**config.mk**
```make
export PLATFORM = sky130hd
export DESIGN_NAME = ets_phase_responder
export DESIGN_NICKNAME = d
export VERILOG_FILES = /design/src/rtl/ets_phase_responder.sv
export SDC_FILE = /design/constraint.sdc
export NUM_CORES = 1
export LEC_CHECK = 0
export ABC_CLOCK_PERIOD_IN_PS = 4500
export BUFFER_PORTS_ARGS = -buffer_cell sky130_fd_sc_hd__buf_2
export CAP_MARGIN = 10
export CORE_MARGIN = 3
export CORE_UTILIZATION = 35
export CTS_CLUSTER_DIAMETER = 50
export DETAILED_ROUTE_END_ITERATION = 16
export PLACE_DENSITY_LB_ADDON = 0.1
export SYNTH_ARGS = -nofsm -noshare
export SYNTH_HDL_FRONTEND = slang
export SYNTH_SLANG_ARGS = --single-unit
```
**constraint.sdc**
```tcl
create_clock -name clk -period 4.5 [get_ports clk]
set_input_delay 0.45 -clock clk [delete_from_list [all_inputs] [get_ports clk]]
set_output_delay 0.45 -clock clk [all_outputs]
set_load 0.01 [all_outputs]
```
**src/rtl/ets_phase_responder.sv**
```systemverilog
// Responder side of the ETS dynamic phase-shift handshake: accepts one step request,
// waits a fixed latency, moves the phase index by one position and pulses ps_done.
module ets_phase_responder #(
    parameter int PHASE_STEPS = 448,
    parameter int LATENCY     = 12,
    parameter int PW          = 9
) (
    input  logic          clk,
    input  logic          reset,
    input  logic          ps_en,
    input  logic          ps_incdec,
    output logic          ps_done,
    output logic          busy,
    output logic [PW-1:0] phase_sel,
    output logic          phase_wrap,
    output logic [15:0]   step_count,
    output logic          err_overrun,
    input  logic          clr_err
);

    if (LATENCY < 2 || LATENCY > 255) begin : g_bad_latency
        $error("ets_phase_responder: LATENCY must be in 2..255");
    end
    if ((2 ** PW) < PHASE_STEPS) begin : g_bad_pw
        $error("ets_phase_responder: PW too narrow for PHASE_STEPS");
    end

    localparam logic [PW-1:0] LAST_PHASE = PW'(PHASE_STEPS - 1);
    localparam logic [7:0]    CNT_LOAD   = 8'(LATENCY - 1);

    typedef enum logic [1:0] {
        S_IDLE,
        S_WAIT,
        S_DONE
    } state_t;

    state_t        state_q, state_d;
    logic [7:0]    cnt_q, cnt_d;
    logic          dir_q, dir_d;
    logic [PW-1:0] phase_sel_q, phase_sel_d;
    logic          phase_wrap_q, phase_wrap_d;
    logic [15:0]   step_count_q, step_count_d;
    logic          err_overrun_q, err_overrun_d;

    function automatic logic [PW-1:0] next_phase(input logic [PW-1:0] cur, input logic up);
        if (up) begin
            next_phase = (cur == LAST_PHASE) ? '0 : cur + PW'(1);
        end else begin
            next_phase = (cur == '0) ? LAST_PHASE : cur - PW'(1);
        end
    endfunction

    function automatic logic phase_wraps(input logic [PW-1:0] cur, input logic up);
        phase_wraps = up ? (cur == LAST_PHASE) : (cur == '0);
    endfunction

    always_comb begin
        state_d       = state_q;
        cnt_d         = cnt_q;
        dir_d         = dir_q;
        phase_sel_d   = phase_sel_q;
        phase_wrap_d  = 1'b0;
        step_count_d  = step_count_q;
        err_overrun_d = err_overrun_q;

        case (state_q)
            S_IDLE: begin
                if (ps_en) begin
                    dir_d   = ps_incdec;
                    cnt_d   = CNT_LOAD;
                    state_d = S_WAIT;
                end
            end
            S_WAIT: begin
                cnt_d = cnt_q - 8'd1;
                // Wrap flag is registered on entry to DONE so it lines up with ps_done.
                if (cnt_q == 8'd1) begin
                    state_d      = S_DONE;
                    phase_wrap_d = phase_wraps(phase_sel_q, dir_q);
                end
            end
            S_DONE: begin
                phase_sel_d = next_phase(phase_sel_q, dir_q);
                if (step_count_q != 16'hFFFF) begin
                    step_count_d = step_count_q + 16'd1;
                end
                state_d = S_IDLE;
            end
            default: begin
                state_d = S_IDLE;
            end
        endcase

        // A request while not idle wins over a simultaneous clear.
        if (ps_en && (state_q != S_IDLE)) begin
            err_overrun_d = 1'b1;
        end else if (clr_err) begin
            err_overrun_d = 1'b0;
        end
    end

    always_ff @(posedge clk) begin
        if (reset) begin
            state_q       <= S_IDLE;
            cnt_q         <= '0;
            dir_q         <= 1'b0;
            phase_sel_q   <= '0;
            phase_wrap_q  <= 1'b0;
            step_count_q  <= '0;
            err_overrun_q <= 1'b0;
        end else begin
            state_q       <= state_d;
            cnt_q         <= cnt_d;
            dir_q         <= dir_d;
            phase_sel_q   <= phase_sel_d;
            phase_wrap_q  <= phase_wrap_d;
            step_count_q  <= step_count_d;
            err_overrun_q <= err_overrun_d;
        end
    end

    assign ps_done     = (state_q == S_DONE);
    assign busy        = (state_q != S_IDLE);
    assign phase_sel   = phase_sel_q;
    assign phase_wrap  = phase_wrap_q;
    assign step_count  = step_count_q;
    assign err_overrun = err_overrun_q;

endmodule

```
==> results.yml <==
routing:
  viasPerCell: 5.58
  firstDrtPassIters: 4
  drtIter0Drc: 93
  route.detailed.drc: 0
  ant_nets: 0
  drt-total-wl_um: 5180
  dr_total_vias: 2016
  routedWlPerCell_um: 14.4
clocking:
  cts.path.max_buffers: 2
  cts_made_buffers: 5
  cts-root-buf: "clkbuf_8"
  cts_resized: 0
  ctsHoldBuffers: 0
  post_cts_buffers: 0
  cts_max_level: 2
  clkLatencyLatePin_ps: 290
  cts_tree: "yes"
  clock_sinks: 38
  path_clk_slew_ps: 70
critical_path:
  r2r_cells: 5
  rrSetupSlack_ps: 2140
  r2r-start: "state_q[1]$_SDFFE_PP0P_"
  cp_data_required_time_ps: 4720
  cp.arrival_ps: 2580
  crit_fanout: 13
  critPathKind: "reg -> reg"
  start_kind: "register"
  end_kind: "register"
  r2r-end: "step_count[13]$_SDFFE_PP0P_"
timing:
  fmax_ghz: 0.424
  setup_tns_ps: 0
  worst_slew_pin_slew_ps: 1060
  slew_viol_final: 0
  min_period_over_period: 0.524
  rsz0062_at_grt: "false"
  slew_headroom: 0.290
  setup_violations: 0
  period_minus_slack_ps: 2360
  whs_ps: 399
  hold_viol: 0
  finClkSkew_ps: 6.28
floorplan:
  die_x_um: 84.8
  die_h_um: 84.8
  pin_count: 34
  initial_core_util: 0.365
  dieArea_um2: 7190
  rows: 28
  core_um2: 5960
power_and_ir_drop:
  power.switching_uw: 178
  p_int_uw: 551
  cellPowerDensity_nw_per_um2: 296
  ir_worst_vdd_mv: 0.140
  seq_power_share: 0.497
  p_clk_frac: 0.388
  p_leak_nw: 0.911
  power.switching_fraction: 0.244
  combinationalPowerShare: 0.115
synthesis:
  synth_edf_count: 0
  synthCells: 263
  synthXorXnorAreaFrac: 0.0121
  syn-num-nets: 273
  synth-simple-area-share: 0.286
  synth_seq_area_share: 0.350
  synth_ff_type: "dfxtp_1"
  synth_compound_area_frac: 0.203
  synth_top_family_by_area: "simple AND/OR/NAND/NOR gates"
  synth-async-reset-ratio: 0
  synth-adder-area-share: 0.0288
  netlist_area_um2: 2170
  muxShareOfSynthArea: 0.0593
  synth_seq_cells: 38
  synth_cell_type_count: 55
  syn_avg_cell_area_um2: 8.26
  ys_warn_count: 0
placed_design:
  portBuffers: 33
  dp.cells: 353
  place_congestion: 0.728
  dp_hpwl_um: 3650
layout:
  layout.cells.non_filler: 361
  drive_above_1_share: 0.189
  fillCellCount: 632
  layout.cells.most_common_list: "dfxtp_1, buf_2, nand2_1"
  final_common_cell: "dfxtp_1"
  n_antenna_cell: 0
  syn_to_final_growth_pct: 13.5
  fin_nets: 295
grt:
  grtUsageTotal: 0.148
  grt_max_degree: 38
  grt-ovfl-total: 0
  antenna_found_initial: 0
  grt_first_pass_wirelength_um: 8710
  grt_pass1_vias: 1763
run_status:
  status: "finished, final reports clean"
worst_hold_path:
  min_to: "dir_q$_SDFFE_PP0P_"
  hp-class: "in -> reg"
  min_from: "ps_incdec"
  holdPathStages: 3
flow_run:
  maxCapViolCount: 0
-- worst max-delay path: stages (launching register included) --
cell      delay (ps)
dfxtp_1          450
nand2b_1         310
inv_1            420
nand4_1          390
or4_1            570
a21oi_1          140
-- synthesized netlist by cell type (3+ instances only) --
cell type / n / area share
mux2_2: 7 / 0.036
o21ai_0: 9 / 0.021
dfxtp_1: 38 / 0.35
o311ai_0: 3 / 0.012
nor2_1: 18 / 0.031
nor3b_1: 4 / 0.014
inv_1: 16 / 0.028
nor3_1: 6 / 0.014
nand3_1: 10 / 0.023
nor4_1: 3 / 0.0086
a21oi_1: 16 / 0.037
or2_2: 3 / 0.0086
or4_1: 8 / 0.028
o41ai_1: 4 / 0.016
mux2i_1: 5 / 0.023
buf_2: 3 / 0.0069
ha_1: 5 / 0.029
xnor2_1: 3 / 0.012
nand2b_1: 3 / 0.0086
nor2b_1: 3 / 0.0086
clkbuf_1: 13 / 0.022
or3_1: 5 / 0.014
nand2_1: 20 / 0.035
o31ai_1: 5 / 0.017
nand4_1: 8 / 0.023
a211oi_1: 9 / 0.031
-- flip-flops by register name (all words and copies together) (netlist names) --
signal / count
step_count: 16
phase_sel: 9
cnt_q: 8
state_q: 2
dir_q: 1
err_overrun: 1
phase_wrap: 1
-- metrics by stage --
stage,power [mW],area [µm²],setup slack (ps),util
after floorplan,0.433,2170,2690,-
after global placement,0.453,2360,2220,0.396
after detailed placement,0.454,2360,2180,0.396
after CTS,0.740,2460,2170,0.414
after global routing,0.768,2460,1920,0.414
final,0.729,2460,2140,0.414
-- power groups by stage --
| stage | clock, mW | sequential, mW | combinational, mW |
|---|---|---|---|
| 5_1_grt | 0.308 | 0.365 | 0.0951 |
| 3_5_place_dp | 0 | 0.370 | 0.0839 |
| 3_3_place_gp | 0 | 0.370 | 0.0837 |
| 6_report | 0.283 | 0.362 | 0.0835 |
| 4_1_cts | 0.293 | 0.362 | 0.0845 |
| 2_1_floorplan | 0 | 0.364 | 0.0691 |
-- final cells by class --
| class | instances | area (µm²) | area share |
|---|---|---|---|
| timing repair buffer | 33 | 165 | 0.0670 |
| multi-input combinational | 191 | 1280 | 0.519 |
| clock buffer | 7 | 76.3 | 0.0310 |
| clock inverter | 1 | 30.0 | 0.0122 |
| tap | 75 | 93.8 | 0.0381 |
| inverter | 16 | 60.1 | 0.0244 |
| sequential | 38 | 761 | 0.309 |
-- worst max-delay path by stage --
stage / slack (ps) / startpoint / to
2_1_floorplan: 2690 / phase_sel[0]$_SDFFE_PP0P_ / phase_sel[3]$_SDFFE_PP0P_
3_3_place_gp: 2220 / step_count[0]$_SDFFE_PP0P_ / step_count[0]$_SDFFE_PP0P_
3_5_place_dp: 2180 / state_q[1]$_SDFFE_PP0P_ / step_count[15]$_SDFFE_PP0P_
4_1_cts: 2170 / state_q[1]$_SDFFE_PP0P_ / step_count[13]$_SDFFE_PP0P_
5_1_grt: 1920 / step_count[1]$_SDFFE_PP0P_ / step_count[0]$_SDFFE_PP0P_
6_report: 2140 / state_q[1]$_SDFFE_PP0P_ / step_count[13]$_SDFFE_PP0P_
-- kinds of logic after synthesis --
| logic type | after synthesis |
|---|---|
| AOI/OAI and AO/OA | 64 |
| and+or+nand+nor | 107 |
| DFF | 38 |
| adders and majority gates | 5 |
| buffers and inverters | 34 |
| xor gates and xnor gates | 3 |
| muxes | 12 |
-- layer usage --
metal / wire (µm) / track usage / up-vias
met5: 0 / 0 / -
met2: 2220 / 0.213 / 38
met4: 97 / 0.0576 / 0
met3: 235 / 0.0353 / 9
met1: 2630 / 0.213 / 936
li1: - / - / 1033
Note: power is estimated with default switching activity, not from simulation.
